**config.mk**
```make
export PLATFORM = sky130hd
export DESIGN_NAME = sync_fifo_flags
export DESIGN_NICKNAME = d
export VERILOG_FILES = /design/src/rtl/sync_fifo_flags.sv
export SDC_FILE = /design/constraint.sdc
export NUM_CORES = 1
export LEC_CHECK = 0
export CAP_MARGIN = 15
export CORE_ASPECT_RATIO = 1.5
export CORE_MARGIN = 4
export CORE_UTILIZATION = 44
export DETAILED_ROUTE_END_ITERATION = 10
export DONT_BUFFER_PORTS = 1
export SYNTH_ARGS = -nofsm -noshare
export SYNTH_HDL_FRONTEND = slang
export SYNTH_SLANG_ARGS = --single-unit
```
**constraint.sdc**
```tcl
create_clock -name clk -period 3.86 [get_ports clk]
set_input_delay 0.386 -clock clk [delete_from_list [all_inputs] [get_ports clk]]
set_output_delay 0.386 -clock clk [all_outputs]
set_load 0.01 [all_outputs]
```
**src/rtl/sync_fifo_flags.sv**
```systemverilog
// Single-clock show-ahead FIFO with occupancy count, threshold flags and sticky error flags.
// Define SYNC_FIFO_PEAK_COUNT_EN to enable the peak_count high-water-mark register.
module sync_fifo_flags #(
    parameter int DATA_WIDTH    = 8,
    parameter int FIFO_DEPTH    = 16,
    parameter int AFULL_THRESH  = 12,
    parameter int AEMPTY_THRESH = 4
) (
    input  logic                          clk,
    input  logic                          rst,
    input  logic [DATA_WIDTH-1:0]         wr_data,
    input  logic                          wr_en,
    input  logic                          rd_en,
    input  logic                          clr_err,
    output logic [DATA_WIDTH-1:0]         rd_data,
    output logic                          full,
    output logic                          empty,
    output logic                          almost_full,
    output logic                          almost_empty,
    output logic [$clog2(FIFO_DEPTH):0]   count,
    output logic                          overflow,
    output logic                          underflow,
    output logic [$clog2(FIFO_DEPTH):0]   peak_count
);

    localparam int ADDR_WIDTH = $clog2(FIFO_DEPTH);
    localparam logic [ADDR_WIDTH:0] FULL_COUNT   = (ADDR_WIDTH+1)'(FIFO_DEPTH);
    localparam logic [ADDR_WIDTH:0] AFULL_COUNT  = (ADDR_WIDTH+1)'(AFULL_THRESH);
    localparam logic [ADDR_WIDTH:0] AEMPTY_COUNT = (ADDR_WIDTH+1)'(AEMPTY_THRESH);
    localparam logic [ADDR_WIDTH:0] CNT_ONE      = (ADDR_WIDTH+1)'(1);

    logic [DATA_WIDTH-1:0] mem [FIFO_DEPTH];
    logic [ADDR_WIDTH:0]   wr_ptr_reg;
    logic [ADDR_WIDTH:0]   rd_ptr_reg;
    logic [ADDR_WIDTH:0]   count_reg;
    logic [ADDR_WIDTH:0]   count_next;
    logic                  overflow_reg;
    logic                  underflow_reg;
    logic                  wr_acc;
    logic                  rd_acc;

    // Level flags decode from the registered count so acceptance sees start-of-cycle state.
    assign empty        = (count_reg == '0);
    assign full         = (count_reg == FULL_COUNT);
    assign almost_full  = (count_reg >= AFULL_COUNT);
    assign almost_empty = (count_reg <= AEMPTY_COUNT);
    assign count        = count_reg;
    assign overflow     = overflow_reg;
    assign underflow    = underflow_reg;

    assign wr_acc = wr_en & ~full;
    assign rd_acc = rd_en & ~empty;

    always_comb begin
        count_next = count_reg;
        case ({wr_acc, rd_acc})
            2'b10:   count_next = count_reg + CNT_ONE;
            2'b01:   count_next = count_reg - CNT_ONE;
            default: count_next = count_reg;
        endcase
    end

    always_ff @(posedge clk) begin
        if (!rst && wr_acc) begin
            mem[wr_ptr_reg[ADDR_WIDTH-1:0]] <= wr_data;
        end
    end

    // Show-ahead: the head word is visible without a read request.
    assign rd_data = mem[rd_ptr_reg[ADDR_WIDTH-1:0]];

    always_ff @(posedge clk) begin
        if (rst) begin
            wr_ptr_reg    <= '0;
            rd_ptr_reg    <= '0;
            count_reg     <= '0;
            overflow_reg  <= 1'b0;
            underflow_reg <= 1'b0;
        end else begin
            if (wr_acc) begin
                wr_ptr_reg <= wr_ptr_reg + CNT_ONE;
            end
            if (rd_acc) begin
                rd_ptr_reg <= rd_ptr_reg + CNT_ONE;
            end
            count_reg <= count_next;
            // A new error in the clearing cycle keeps the flag set.
            overflow_reg  <= (wr_en & full)  | (overflow_reg  & ~clr_err);
            underflow_reg <= (rd_en & empty) | (underflow_reg & ~clr_err);
        end
    end

`ifdef SYNC_FIFO_PEAK_COUNT_EN
    logic [ADDR_WIDTH:0] peak_reg;

    always_ff @(posedge clk) begin
        if (rst) begin
            peak_reg <= '0;
        end else if (clr_err) begin
            peak_reg <= count_next;
        end else if (count_next > peak_reg) begin
            peak_reg <= count_next;
        end
    end

    assign peak_count = peak_reg;
`else
    assign peak_count = '0;
`endif

endmodule

```
==> results of run 1 <==
## worst max path at each step
stage	cells past startpoint	from	endpoint
6_report	9	count[1]	count[4]
3_5_place_dp	9	count[1]	count[4]
5_1_grt	10	count[1]	count[4]
4_1_cts	9	count[1]	count[4]
2_1_floorplan	14	count[1]	count[4]
3_3_place_gp	9	count[1]	count[4]
## metal layers
| metal | routed length [um] | global-route usage, % | up-vias |
|---|---|---|---|
| met4 | 175 | 5.70 | 0 |
| met3 | 538 | 5.15 | 14 |
| li1 | - | - | 1333 |
| met5 | 0 | 0 | - |
| met1 | 4450 | 18.7 | 1463 |
| met2 | 6010 | 27.5 | 67 |
## layout make-up
cell class | count | share of cell area, %
Inverter | 7 | 0.397
Multi-Input combinational cell | 168 | 23.8
Tap cell | 159 | 3.01
Sequential cell | 147 | 63.9
Clock inverter | 14 | 2.19
Clock buffer | 17 | 6.43
Timing Repair Buffer | 3 | 0.340
## per-stage QoR
stage | area (um^2) | cells | total power, mW | setup slack (ns)
after floorplan | 5950 | 345 | 2.47 | 0.884
after CTS | 6620 | 515 | 4.16 | 0.817
after global placement | 6040 | 484 | 2.57 | 0.895
after detailed placement | 6040 | 484 | 2.58 | 0.830
after global routing | 6620 | 515 | 4.32 | 0.604
final | 6620 | 515 | 4.12 | 0.831
## cells in the final DEF, fill, tap and decap left out, types with 2 or more instances in the layout
master,count
clkinv_1,4
mux4_2,32
bufinv_16,3
nor3_1,3
mux2_2,2
and3_1,5
dfxtp_1,18
edfxtp_1,128
nor2_1,34
clkinvlp_4,2
inv_1,7
conb_1,5
clkbuf_16,17
buf_4,3
o211ai_1,5
clkinv_2,5
a22oi_1,18
nor2b_1,5
xor2_1,6
o21a_1,3
ha_1,8
nand2_1,18
mux2i_1,3
a21oi_1,3
## power by group
group          leakage (nW)  internal [mW]  switching [mW]
clock                 0.278          0.995           0.593
sequential             1.31           1.79           0.100
combinational         0.600          0.295           0.346
## logic make-up after synthesis
kind of cell / synth area share (%)
buf+inv: 2.68
mux: 13.0
simple gates: 6.05
xor+xnor: 1.03
fa+ha+maj: 1.69
flops: 71.1
compound gates: 4.36
other cells: 0.0631
==> flow_summary.json, run 1 <==
{
  "status": "finished, final reports clean",
  "num_io_pins": 37,
  "ys_top_cells_by_area": "edfxtp_1 65%, mux4_2 12%, dfxtp_1 6.4%, a22oi_1 2.3%, nor2_1 2.1%",
  "yosysUniqueCellTypes": 41,
  "first_pass_iters": 4,
  "startpoint_type": "flip-flop",
  "worst_slew_pin_slew_ns": 0.939,
  "timing.critical_path.fanout_max": 11,
  "tritoncts": "yes",
  "min_period_ns": 3.03,
  "grt_pass1_wl_um": 17700,
  "p_leak_nw": 2.19,
  "die_w_um": 103,
  "crit_buf_inv": 1,
  "cts_setup_buffers": 0,
  "reg2reg_slack_ns": 0.83,
  "synth_area_um2": 5940,
  "reg2reg_from": "count[1]",
  "worstPathCellList": "or4_4 -> o21a_1 -> inv_1 -> ha_1 -> ha_1 -> nand2_1 -> o211ai_1 -> a31oi_1 -> mux2_2",
  "largest_register_ffs": 128,
  "cts_buffer_depth": 2,
  "finalHoldViolCount": 0,
  "cts.repair.resized": 0,
  "syn_inst": 341,
  "fin_util_pct": 50.6,
  "synthArstFlopShare_pct": 0,
  "ir_drop_mv": 0.333,
  "yosysTopAreaCell": "edfxtp_1",
  "end_kind": "flip-flop",
  "critPathKind": "reg2reg",
  "detailed_place_hpwl_um": 7430,
  "gp_congestion": 0.740,
  "clock_latency_ns": 0.41,
  "nFillCells": 1049,
  "yosysSeqAreaShare_pct": 71.1,
  "hp-class": "in2reg",
  "rows": 51,
  "p_per_area_nw_per_um2": 623,
  "synth_edf_count": 128,
  "cts-root-buf": "clkbuf_16",
  "vias": 2877,
  "hold_path_depth": 1,
  "r2r_cells": 9,
  "min_period_over_period_pct": 78.5,
  "regArea_um2": 4230,
  "relSlewSlack_pct": 37.2,
  "crit_slowest_cell": "or4_4",
  "cts_buffers": 17,
  "cpPeakStageDelay_ns": 0.62,
  "start_util_pct": 45.4,
  "worstHoldStart": "rst",
  "antenna_found_initial": 0,
  "routed_wl_um": 11200,
  "yosysMostFrequentCell": "edfxtp_1",
  "cts_sinks": 147,
  "drtIter0Drc": 114,
  "drive_gt1_share_pct": 19.1,
  "coreArea_um2": 13100,
  "final_nets": 365,
  "yosys_warnings": 0,
  "ys.flop_type": "edfxtp_1",
  "n_antenna_cell": 0,
  "die_y_um": 150,
  "via_per_inst": 5.59,
  "fmax_ghz": 0.330,
  "wire_per_inst_um": 21.7,
  "critPathRequiredTime_ns": 4.16,
  "drv_cap": 0,
  "clk_pin_slew_ns": 0.06,
  "grt_overflow": 0,
  "synth_area_per_cell_um2": 17.4,
  "final-setup-viol-count": 0,
  "portBuffers": 0,
  "fin_hold_ws_ns": 0.0381,
  "hold_buffers": 0,
  "rsz0062_at_grt": "false",
  "multi_input_area_um2": 1570,
  "track_usage_pct": 16.0,
  "cp.arrival_ns": 3.33,
  "yosys_register_bits": 147,
  "clock-skew-final_ns": 0.00534,
  "cp_common_cell": "ha_1",
  "htree_levels": 4,
  "crit_family": "adder cells",
  "synthToLayoutAreaGrowth_pct": 11.4,
  "ys_top_cells_by_count": "128 x edfxtp_1, 34 x nor2_1, 32 x mux4_2",
  "grt_max_degree": 33,
  "final.setup.tns_ns": 0,
  "drc": 0,
  "r2r_end": "count[4]",
  "maxSlewViolCount": 0,
  "ant_nets": 0,
  "die_area_um2": 15500,
  "yosysTopAreaCellShare_pct": 64.7,
  "first_global_vias": 3105
}
(Power assumes the default switching activity.)
==> run 2, diff against run 1 <==
- clock period: 3.86 -> 2.5 ns (I/O delays scaled with it)
==> run 2 against run 1 <==
The run now ends with negative setup slack left; register-to-register slack got worse by 0.85 ns; first-iteration DRC count is 130% higher; power rose by 59%; non-clock buffer count is 23 higher; critical path depth stayed put; final area rose by 3.5%; global-route usage rose by 0.060 points; setup slack worse by 0.85 ns; combinational power grew 110%; critical path type unchanged; largest power group unchanged.
==> flow_summary.json, run 2 (same netlist as run 1, synthesis figures left out) <==
{
  "first_global_vias": 3215,
  "final.setup.tns_ns": -0.0151,
  "tritoncts": "yes",
  "gp_congestion": 0.770,
  "antenna_found_initial": 0,
  "worstHoldStart": "rst",
  "relSlewSlack_pct": 39.8,
  "cp_common_cell": "or4_4",
  "grt_pass1_wl_um": 17900,
  "drtIter0Drc": 265,
  "timing.critical_path.fanout_max": 4,
  "clkPwrFrac_pct": 36.1,
  "largest_register_ffs": 128,
  "startpoint_type": "flip-flop",
  "p_leak_nw": 2.29,
  "cp.arrival_ns": 2.85,
  "detailed_place_hpwl_um": 7530,
  "critPathRequiredTime_ns": 2.84,
  "vias": 2995,
  "num_io_pins": 37,
  "coreArea_um2": 13100,
  "cts-root-buf": "clkbuf_16",
  "final-setup-viol-count": 1,
  "clk_pin_slew_ns": 0.06,
  "post-route-worst-setup-slack_ns": -0.0151,
  "routed_wl_um": 11500,
  "grt_max_degree": 33,
  "final_nets": 388,
  "htree_levels": 4,
  "swShare_pct": 26.0,
  "r2r_cells": 9,
  "end_kind": "flip-flop",
  "drv_cap": 0,
  "finalHoldViolCount": 0,
  "hp-class": "in2reg",
  "worst_slew_pin_slew_ns": 0.900,
  "p_per_area_nw_per_um2": 954,
  "hold_end": "count[3]",
  "grt_overflow": 0,
  "start_util_pct": 45.4,
  "ant_nets": 0,
  "power_mw": 6.53,
  "rows": 51,
  "reg2reg_slack_ns": -0.02,
  "critPathKind": "reg2reg",
  "portBuffers": 0,
  "p_sw_mw": 1.70,
  "min_period_over_period_pct": 101,
  "final_cell_mix": "128 x edfxtp_1, 34 x nor2_1, 32 x mux4_2, 18 x a22oi_1, 18 x nand2_1",
  "track_usage_pct": 16.1,
  "internal_power_mw": 4.83,
  "seqPwrFrac_pct": 43.2,
  "hold_path_depth": 2,
  "combinationalPowerShare_pct": 20.7,
  "cts_sinks": 147,
  "die_area_um2": 15500,
  "cts_buffer_depth": 2,
  "drc": 0,
  "final_common_cell": "edfxtp_1",
  "reg2reg_from": "count[1]",
  "cts_buffers": 17,
  "n_antenna_cell": 0,
  "fin_hold_ws_ns": 0.0594,
  "synthToLayoutAreaGrowth_pct": 15.3,
  "violations": "negative setup slack",
  "fmax_ghz": 0.398,
  "cpPeakStageDelay_ns": 0.56,
  "first_pass_iters": 4,
  "die_y_um": 150,
  "drive_gt1_share_pct": 23.0,
  "min_period_ns": 2.52,
  "r2r_end": "count[2]",
  "via_per_inst": 5.57,
  "worstPathCellList": "or4_4 -> o21ai_4 -> inv_2 -> ha_4 -> xor2_1 -> ha_2 -> o21a_1 -> or4_4 -> a21oi_2",
  "clock_latency_ns": 0.40,
  "ir_drop_mv": 0.511,
  "status": "finished, violations left",
  "maxSlewViolCount": 0,
  "clock-skew-final_ns": 0.00449,
  "crit_slowest_cell": "or4_4",
  "wire_per_inst_um": 21.4,
  "die_w_um": 103,
  "rsz0062_at_grt": "true"
}
[run 2: cell count changes in the layout (fill, tap and decap cells not counted), moves of 2 or more]
cell           change
inv_1              -2
dlygate4sd3_1     +13
ha_1               -2
buf_4              +9
clkinv_1           -3
clkbuf_1           +2
inv_2              +2
[run 2: metal layers]
metal,vias to the layer above,part of all wire (%),global-route usage (%)
met2,77,55,28.7
met1,1526,40,19.1
li1,1382,-,-
met3,10,4.1,3.76
met4,0,1.2,4.86
met5,-,0,0
[run 2: worst max-delay path: cells and delay by family (launching register included)]
kind,cells,cell delay (ns)
AOI/OAI and AO/OA,3,0.49
xor gates and xnor gates,1,0.16
adders and majority gates,2,0.38
buffers and inverters,1,0.06
DFF,1,0.32
and+or+nand+nor,2,1.04
[run 2: cell type report]
type                            instances  area [um^2]
Inverter                                7         26.3
Fill cell                            1043         6230
Clock inverter                         12          116
Clock buffer                           19          433
Timing Repair Buffer                   26          240
Sequential cell                       147         4230
Multi-Input combinational cell        168         1610
Tap cell                              159          199
[run 2: how the worst max path moves through the flow]
stage | end | slack [ns] | from
3_3_place_gp | count[2] | 0.04 | count[0]
6_report | count[2] | -0.02 | count[1]
2_1_floorplan | count[2] | -0.29 | count[1]
3_5_place_dp | count[2] | -0.03 | count[0]
5_1_grt | count[4] | -0.09 | count[1]
4_1_cts | count[2] | 0.0003 | count[1]
[run 2: what timing repair did]
| item | CTS | global route |
|---|---|---|
| pin swaps | 2 | 5 |
| setup buffers | 2 | 1 |
| cloned | 0 | 0 |
| hold buffers | 13 | 0 |
| gates resized for setup | 2 | 1 |
| setup endpoints to repair | 2 | 2 |
| endpoints found under the hold margin | 144 | 0 |
[run 2: power by group through the flow]
stage,registers (mW),clock network [mW],logic [mW]
2_1_floorplan,2.90,0,0.962
3_3_place_gp,2.87,0,1.25
3_5_place_dp,2.88,0,1.27
4_1_cts,2.83,2.40,1.35
5_1_grt,2.83,2.52,1.48
6_report,2.82,2.36,1.35
[run 2: stage by stage]
stage	area, um^2	util (%)	cells	setup slack [ns]
2_1_floorplan	6000	-	345	-0.291
3_3_place_gp	6140	46.9	491	0.0408
3_5_place_dp	6140	46.9	491	-0.0334
4_1_cts	6840	52.3	537	0.000282
5_1_grt	6850	52.3	538	-0.0885
6_report	6850	52.3	538	-0.0151
==> run 3, diff against run 2 <==
- CORE_ASPECT_RATIO: 1.5 -> default
==> run 3 against run 2 <==
The flow still finishes with violations (negative setup slack); critical path type unchanged; die area down 0.25%; worst hold slack worse by 0.013 ns; largest cell class unchanged; clock-buffer cell count up 3; largest power group unchanged.
==> flow_summary.json, run 3 (same netlist as run 1, synthesis figures left out) <==
{
  "reg2reg_slack_ns": -0.06,
  "largest_register_ffs": 128,
  "finalHoldViolCount": 0,
  "post-route-worst-setup-slack_ns": -0.0575,
  "cp.arrival_ns": 2.90,
  "synthToLayoutAreaGrowth_pct": 16.0,
  "die_w_um": 124,
  "drc": 0,
  "gp_congestion": 0.748,
  "startpoint_type": "flip-flop",
  "via_per_inst": 5.42,
  "rows": 42,
  "fin_util_pct": 52.0,
  "ant_nets": 0,
  "min_period_over_period_pct": 102,
  "status": "finished, violations left",
  "final_common_cell": "edfxtp_1",
  "instances_no_fill": 563,
  "cts_buffer_depth": 2,
  "hp-class": "in2reg",
  "first_global_vias": 3231,
  "htree_levels": 4,
  "worst_slew_pin_slew_ns": 0.945,
  "drive_gt1_share_pct": 22.2,
  "p_per_area_nw_per_um2": 916,
  "relSlewSlack_pct": 36.8,
  "track_usage_pct": 16.5,
  "multi_input_area_um2": 1620,
  "num_io_pins": 37,
  "regArea_um2": 4230,
  "clock-skew-final_ns": 0.00576,
  "final-setup-viol-count": 2,
  "cts_sinks": 147,
  "post_dp_cell_area_um2": 6190,
  "cts-root-buf": "clkbuf_16",
  "vias": 3050,
  "coreArea_um2": 13200,
  "first_pass_iters": 4,
  "timing.critical_path.fanout_max": 4,
  "n_antenna_cell": 0,
  "maxSlewViolCount": 0,
  "drv_cap": 0,
  "grt_pass1_wl_um": 18000,
  "fmax_ghz": 0.391,
  "clk_pin_slew_ns": 0.06,
  "die_area_um2": 15400,
  "ir_drop_mv": 0.522,
  "power_mw": 6.31,
  "start_util_pct": 44.9,
  "worstHoldStart": "rst",
  "reg2reg_from": "count[1]",
  "hold_path_depth": 2,
  "r2r_end": "count[2]",
  "routed_wl_um": 11600,
  "rsz0062_at_grt": "true",
  "min_period_ns": 2.56,
  "critPathRequiredTime_ns": 2.84,
  "cts_buffers": 17,
  "r2r_cells": 9,
  "final_nets": 395,
  "place_inst": 511,
  "p_leak_nw": 2.30,
  "nFillCells": 1091,
  "clock_latency_ns": 0.41,
  "antenna_found_initial": 0,
  "fin_area_um2": 6890,
  "hold_end": "count[3]",
  "wire_per_inst_um": 20.6,
  "detailed_place_hpwl_um": 7130,
  "grt_max_degree": 33,
  "tritoncts": "yes",
  "die_y_um": 124,
  "critPathKind": "reg2reg",
  "grt_overflow": 0,
  "violations": "negative setup slack",
  "final_cell_mix": "128 x edfxtp_1, 34 x nor2_1, 32 x mux4_2, 18 x a22oi_1, 18 x nand2_1",
  "end_kind": "flip-flop",
  "portBuffers": 0,
  "drtIter0Drc": 267
}
-- run 3: changes by cell type in the layout (fill, tap and decap cells not counted), sizes merged --
cell	previous run	this run
bufinv	2	0
clkinv	7	10
buf	13	18
dlygate4sd3	13	15
clkbuf	19	22
clkinvlp	3	0
-- run 3: worst max path at each step --
| stage | end | start | slack [ns] | cells past startpoint |
|---|---|---|---|---|
| CTS | count[2] | count[3] | 0.0001 | 9 |
| detailed placement | count[2] | count[0] | -0.03 | 9 |
| global route | count[2] | count[1] | -0.11 | 9 |
| finish | count[2] | count[1] | -0.06 | 9 |
| global placement | count[2] | count[0] | 0.04 | 9 |
| floorplan | count[2] | count[1] | -0.29 | 13 |
-- run 3: power breakdown --
group	total (mW)	internal, mW	switching, mW
clock	2.10	1.24	0.867
sequential	2.83	2.77	0.0611
combinational	1.38	0.659	0.722
-- run 3: cell type report --
cell class,count,area share [%]
Inverter,7,0.381
Tap cell,176,3.20
Clock inverter,10,0.618
Multi-Input combinational cell,168,23.5
Timing Repair Buffer,33,4.50
Sequential cell,147,61.4
Clock buffer,22,6.45
-- run 3: what timing repair did --
| item | 4_1_cts | 5_1_grt |
|---|---|---|
| pin swaps | 2 | 8 |
| setup buffers | 2 | 3 |
| endpoints found under the setup margin | 2 | 2 |
| endpoints found under the hold margin | 144 | 0 |
| hold buffers | 15 | 0 |
| gates resized for setup | 3 | 1 |
-- run 3: routing by layer --
layer | track usage [%] | up-vias | wire [um]
li1 | - | 1399 | -
met1 | 19.7 | 1540 | 4590
met3 | 4.81 | 19 | 675
met2 | 27.7 | 92 | 6070
met4 | 7.87 | 0 | 243
met5 | 0 | - | 0
-- run 3: metrics by stage --
stage	hold WS [ns]	setup TNS (ns)	setup WS (ns)
6_report	0.0462	-0.0773	-0.0575
5_1_grt	0.0633	-0.208	-0.115
4_1_cts	0.0320	0	0.000130
3_5_place_dp	0.320	-0.0457	-0.0251
3_3_place_gp	0.321	0	0.0448
2_1_floorplan	0.349	-0.557	-0.291
-- run 3: critical path, cell delays in order, from the launching register on --
cell     delay, ns
dfxtp_2       0.32
or4_4         0.57
o21ai_4       0.18
inv_2         0.06
ha_4          0.17
xor2_1        0.16
ha_2          0.21
o21a_1        0.20
or4_4         0.48
a21oi_2       0.14
